===== config.mk =====
export PLATFORM = sky130hd
export DESIGN_NAME = mmio_responder
export DESIGN_NICKNAME = d
export VERILOG_FILES = /design/src/rtl/mmio_responder.sv
export SDC_FILE = /design/constraint.sdc
export NUM_CORES = 2
export LEC_CHECK = 0
export CAP_MARGIN = 20
export CORE_ASPECT_RATIO = 0.9
export CORE_MARGIN = 2
export CORE_UTILIZATION = 60
export CTS_CLUSTER_SIZE = 24
export DETAILED_ROUTE_END_ITERATION = 12
export PLACE_DENSITY_LB_ADDON = 0.1
export SYNTH_ARGS = -nofsm -noshare
export SYNTH_HDL_FRONTEND = slang
export SYNTH_SLANG_ARGS = --single-unit

===== constraint.sdc =====
create_clock -name clk -period 3.08 [get_ports clk]
set_clock_uncertainty 0.1 [all_clocks]
set_input_delay 0.616 -clock clk [delete_from_list [all_inputs] [get_ports clk]]
set_output_delay 0.616 -clock clk [all_outputs]
set_load 0.05 [all_outputs]

===== src/rtl/mmio_responder.sv =====
// CPU bus responder: 256x8 RAM, operand capture regs, Y output FIFO.
// Define MMIO_STATUS_EN to decode 0xFB as a status register.
module mmio_responder #(
  parameter int FIFO_DEPTH = 4
) (
  input  logic       clk,
  input  logic       rst_n,
  input  logic [7:0] mem_addr,
  input  logic [7:0] mem_di,
  input  logic       mem_we,
  output logic [7:0] mem_out,
  input  logic [7:0] in_a,
  input  logic [7:0] in_b,
  input  logic [7:0] in_s,
  output logic [7:0] y_data,
  output logic       y_valid,
  input  logic       y_ready
);

  localparam int PW = (FIFO_DEPTH == 2) ? 1 : 2;
  localparam logic [2:0] DEPTH = 3'(FIFO_DEPTH);

  localparam logic [7:0] A_Y  = 8'hFF;
  localparam logic [7:0] A_A  = 8'hFE;
  localparam logic [7:0] A_B  = 8'hFD;
  localparam logic [7:0] A_S  = 8'hFC;
  localparam logic [7:0] A_ST = 8'hFB;

  logic [7:0]    ram_q [256];

  logic [7:0]    fifo_q [FIFO_DEPTH];
  logic [7:0]    fifo_d [FIFO_DEPTH];
  logic [PW-1:0] wr_q, wr_d;
  logic [PW-1:0] rd_q, rd_d;
  logic [2:0]    cnt_q, cnt_d;
  logic          ovf_q, ovf_d;
  logic [7:0]    a_q, b_q, s_q;
  logic [7:0]    out_q, out_d;

  logic empty, full;
  logic push_req, push, pop;
  logic ovf_evt, ram_we, st_rd;

  always_comb begin
    empty    = (cnt_q == 3'd0);
    full     = (cnt_q == DEPTH);
    push_req = mem_we && (mem_addr == A_Y);
    pop      = !empty && y_ready;
    // a pop on the same edge frees the slot
    push     = push_req && (!full || pop);
    ovf_evt  = push_req && full && !pop;
`ifdef MMIO_STATUS_EN
    st_rd    = (mem_addr == A_ST);
    ram_we   = mem_we && (mem_addr < A_ST);
`else
    st_rd    = 1'b0;
    ram_we   = mem_we && (mem_addr < A_S);
`endif
  end

  always_comb begin
    out_d = ram_q[mem_addr];
    case (mem_addr)
      A_Y:  out_d = 8'h00;
      A_A:  out_d = a_q;
      A_B:  out_d = b_q;
      A_S:  out_d = s_q;
`ifdef MMIO_STATUS_EN
      A_ST: out_d = {2'b00, cnt_q, ovf_q,
                     full, !empty};
`endif
      default: ;
    endcase
  end

  always_comb begin
    fifo_d = fifo_q;
    wr_d   = wr_q;
    rd_d   = rd_q;
    cnt_d  = cnt_q;
    if (push) begin
      fifo_d[wr_q] = mem_di;
      wr_d = wr_q + PW'(1);
    end
    if (pop) begin
      rd_d = rd_q + PW'(1);
    end
    if (push && !pop) begin
      cnt_d = cnt_q + 3'd1;
    end else if (pop && !push) begin
      cnt_d = cnt_q - 3'd1;
    end
  end

  always_comb begin
    ovf_d = ovf_q;
    if (ovf_evt) begin
      ovf_d = 1'b1;
    end else if (st_rd) begin
      ovf_d = 1'b0;
    end
  end

  always_ff @(posedge clk or negedge rst_n) begin
    if (!rst_n) begin
      for (int i = 0; i < FIFO_DEPTH; i++) begin
        fifo_q[i] <= 8'h00;
      end
      wr_q  <= '0;
      rd_q  <= '0;
      cnt_q <= 3'd0;
      ovf_q <= 1'b0;
      a_q   <= 8'h00;
      b_q   <= 8'h00;
      s_q   <= 8'h00;
      out_q <= 8'h00;
    end else begin
      fifo_q <= fifo_d;
      wr_q   <= wr_d;
      rd_q   <= rd_d;
      cnt_q  <= cnt_d;
      ovf_q  <= ovf_d;
      a_q    <= in_a;
      b_q    <= in_b;
      s_q    <= in_s;
      out_q  <= out_d;
    end
  end

  // RAM survives reset
  always_ff @(posedge clk) begin
    if (ram_we) begin
      ram_q[mem_addr] <= mem_di;
    end
  end

  assign mem_out = out_q;
  assign y_valid = !empty;
  assign y_data  = empty ? 8'h00 : fifo_q[rd_q];

endmodule


==> flow_summary_export.csv <==
group,metric,value,unit
synth,yosysSeqAreaShare,76.8,%
floorplan,row_count,128,
placement,globalplace.congestion,1.00,
critical_path,critPathMostFrequentCell,"buf_4",
sta,post-route-period-util,98.2,%
floorplan,coreArea,0.135,mm²
sta,hold_ws,0.124,ns
synth,synth_area,0.0820,mm²
drt,drc,0,
critical_path,criticalPathCategory,"in2reg",
global_route,grt_pass1_vias,44600,
drt,ant_nets,0,
floorplan,die_w,394,µm
final_layout,final_cells,6877,
drt,avgRoutedWirePerCell,33.4,µm
critical_path,worst_path_max_delay_cell,"nor3_1",
synth,synth_area_leaders,"edfxtp_1, mux4_2, dfrtp_1",
critical_path,max_stage_delay,0.55,ns
final_layout,fill_cells,8045,
sta,finalCriticalPeriod,3.03,ns
synth,synth_ff_type,"edfxtp_1",
synth,synth_cells,3933,
sta,rsz0062_at_grt,"no",
global_route,grt_pass1_wl,326000,µm
synth,yosys.area.top_type_share,74.6,%
floorplan,start_util,60.5,%
floorplan,dieArea,0.140,mm²
synth,synthMostInstantiatedCell,"edfxtp_1",
critical_path,arrival,3.69,ns
synth,synth_cell_type_count,70,
sta,final_hold_viol_count,0,
placement,place_ws,-0.878,ns
sta,slew_headroom,25.1,%
critical_path,critPathLaunchType,"primary input",
floorplan,fp.dieH,355,µm
clock_tree,cts.clk_slew.worst_paths,0.06,ns
global_route,grt_max_degree,119,
critical_path,worstPathCellList,"buf_8, buf_4, buf_4, mux4_2, o22ai_1, nor4_1, o22ai_1, nor3_1, buf_4, o32a_1",
clock_tree,cts.sinks,2107,
drt,drtIter0Drc,6878,
synth,ys_seq_elements,2107,
critical_path,cp-end-kind,"register",
global_route,antenna_found_initial,6,
synth,synth_edf_count,2036,
drt,via_per_inst,6.61,
sta,tightest_slew,1.11,ns
flow_run,maxCapViolCount,0,
synth,async_flop_share,3.37,%
drt,drt_first_pass_iters,8,
clock_tree,tritoncts,"done",
synth,synth_common_cells,"edfxtp_1, mux4_2, nor2_1, nand2_1, mux2i_1",
floorplan,io_pins,61,
synth,synth_warnings,0,
synth,yosys.area.top_type,"edfxtp_1",
power_and_ir_drop,power_density,601,mW/mm²
global_route,track_usage,33.4,%
sta,fin_ws,0.0540,ns
clock_tree,cts_buffer_depth,3,
drt,via_count,45400,
status,outcome,"finished clean",
clock_tree,htreeDepth,4,
critical_path,cp.required,3.74,ns
final_layout,drive_gt1_share,36.2,%
placement,dp.cells,6499,
final_layout,nNetsFinal,4932,
clock_tree,clk_latency,0.83,ns
power_and_ir_drop,peakVddDrop,587,µV
sta,final.setup.tns,0,ns
drt,wl,229000,µm
min_path,worstHoldPathType,"in2reg",
sta,maxSlewViolCount,0,
clock_tree,cts_root_buf,"clkbuf_16",
final_layout,multi_input_area,0.0181,mm²
synth,synth_area_per_cell,20.8,µm²
global_route,overflow,0,
placement,port_buffers,60,
final_layout,regArea,0.0629,mm²
clock_tree,numCtsBuffers,199,
sta,fmax,330,MHz
sta,setup_viol,0,
final_layout,synthToLayoutAreaGrowth,20.4,%
power_and_ir_drop,p_leak,33.4,nW
placement,hpwl,155000,µm
critical_path,worstPathMaxFanout,27,
[through the flow]
stage | total power [mW] | instance area [µm²] | util [%]
finish | 59.3 | 98700 | 72.8
global route | 60.8 | 98700 | 72.8
CTS | 59.5 | 98700 | 72.8
detailed placement | 36.3 | 92400 | 68.2
global placement | 36.2 | 92400 | 68.2
floorplan | 34.0 | 82100 | -
[critical path: cells and delay by family]
kind	cells	cell delay, ns
AO/OA/AOI/OAI	3	0.50
multiplexers	1	0.26
buffers and inverters	4	1.18
AND/OR/NAND/NOR	2	1.06
[cell type report]
cell class | instances | area share, %
antenna | 1 | 0.00254
clock inverter | 127 | 0.964
clock buffer | 248 | 5.38
multi-input combinational | 1602 | 18.4
tap | 1820 | 2.31
inverter | 5 | 0.0266
sequential | 2107 | 63.8
timing repair buffer | 967 | 9.21
[routing by layer]
layer / share of wire (%) / global-route usage, % / vias to the layer above
met3: 13 / 7.95 / 479
li1: - / - / 18200
met2: 45 / 48.8 / 3152
met5: 0.0057 / 0 / -
met1: 39 / 50.1 / 23600
met4: 4.0 / 12.2 / 2
[logic make-up (layout without fill, tap and decap cells)]
kind of cell / count (synthesis) / count (layout) / synth area share [%]
flip-flops: 2107 / 2107 / 76.8
AO/OA/AOI/OAI: 276 / 276 / 2.35
multiplexers: 684 / 684 / 16.0
adder cells (fa/ha/maj): 6 / 6 / 0.101
other: 1 / 21 / 0.00458
buffers and inverters: 243 / 1347 / 1.44
AND/OR/NAND/NOR: 610 / 610 / 3.26
XOR/XNOR: 6 / 6 / 0.0641
[state kept, by name, summed over array words and instances (netlist names), 3 cells and up]
| signal | flops |
|---|---|
| a_q | 8 |
| b_q | 8 |
| cnt_q | 3 |
| fifo_q | 32 |
| mem_out | 8 |
| ram_q | 2036 |
| s_q | 8 |
[placed cells by master, fill, tap and decap left out, types with 14 or more instances in the layout]
master              n
nor3_1             18
nor2b_1            14
a32oi_1            16
nor2_1            246
clkinv_2           43
a211oi_1           21
buf_4             775
mux2_2             46
mux4_2            497
mux2i_1           141
clkinv_1           57
nor2_2             48
a21oi_1            55
nand3_1            29
clkbuf_1           41
clkdlybuf4s50_1    36
buf_12            135
edfxtp_1         2036
conb_1             20
o22ai_1            25
dfrtp_1            71
a22oi_1            70
clkbuf_16         205
nand2_1           158
o21ai_0            22
[power by group]
part | switching, mW | leakage [nW] | internal (mW)
registers | 0.132 | 19.2 | 31.6
clock network | 10.4 | 3.08 | 13.2
logic | 2.38 | 11.1 | 1.64
[timing repair]
item	CTS	global route
gates resized for setup	28	9
endpoints found under the setup margin	8	10
endpoints found under the hold margin	41	0
buffers inserted	0	1
hold buffers	1	0
[final timing paths]
path | from | cells past startpoint | endpoint | slack, ns
max in group asynchronous | rst_n | 3 | a_q[4]$_DFF_PN0_ | 1.69
worst min register to register | cnt_q[2]$_DFFE_PN0P_ | 1 | cnt_q[2]$_DFFE_PN0P_ | 0.39
worst max-delay path | mem_addr[1] | 10 | mem_out[5]$_DFF_PN0_ | 0.05
min in group asynchronous | rst_n | 2 | fifo_q[24]$_DFFE_PN0P_ | 0.32
worst max register to register | ram_q[122][1]$_DFFE_PP_ | 8 | mem_out[1]$_DFF_PN0_ | 0.22
worst min-delay path | in_b[0] | 1 | b_q[0]$_DFF_PN0_ | 0.12
Power figures use the tool's default switching activity.
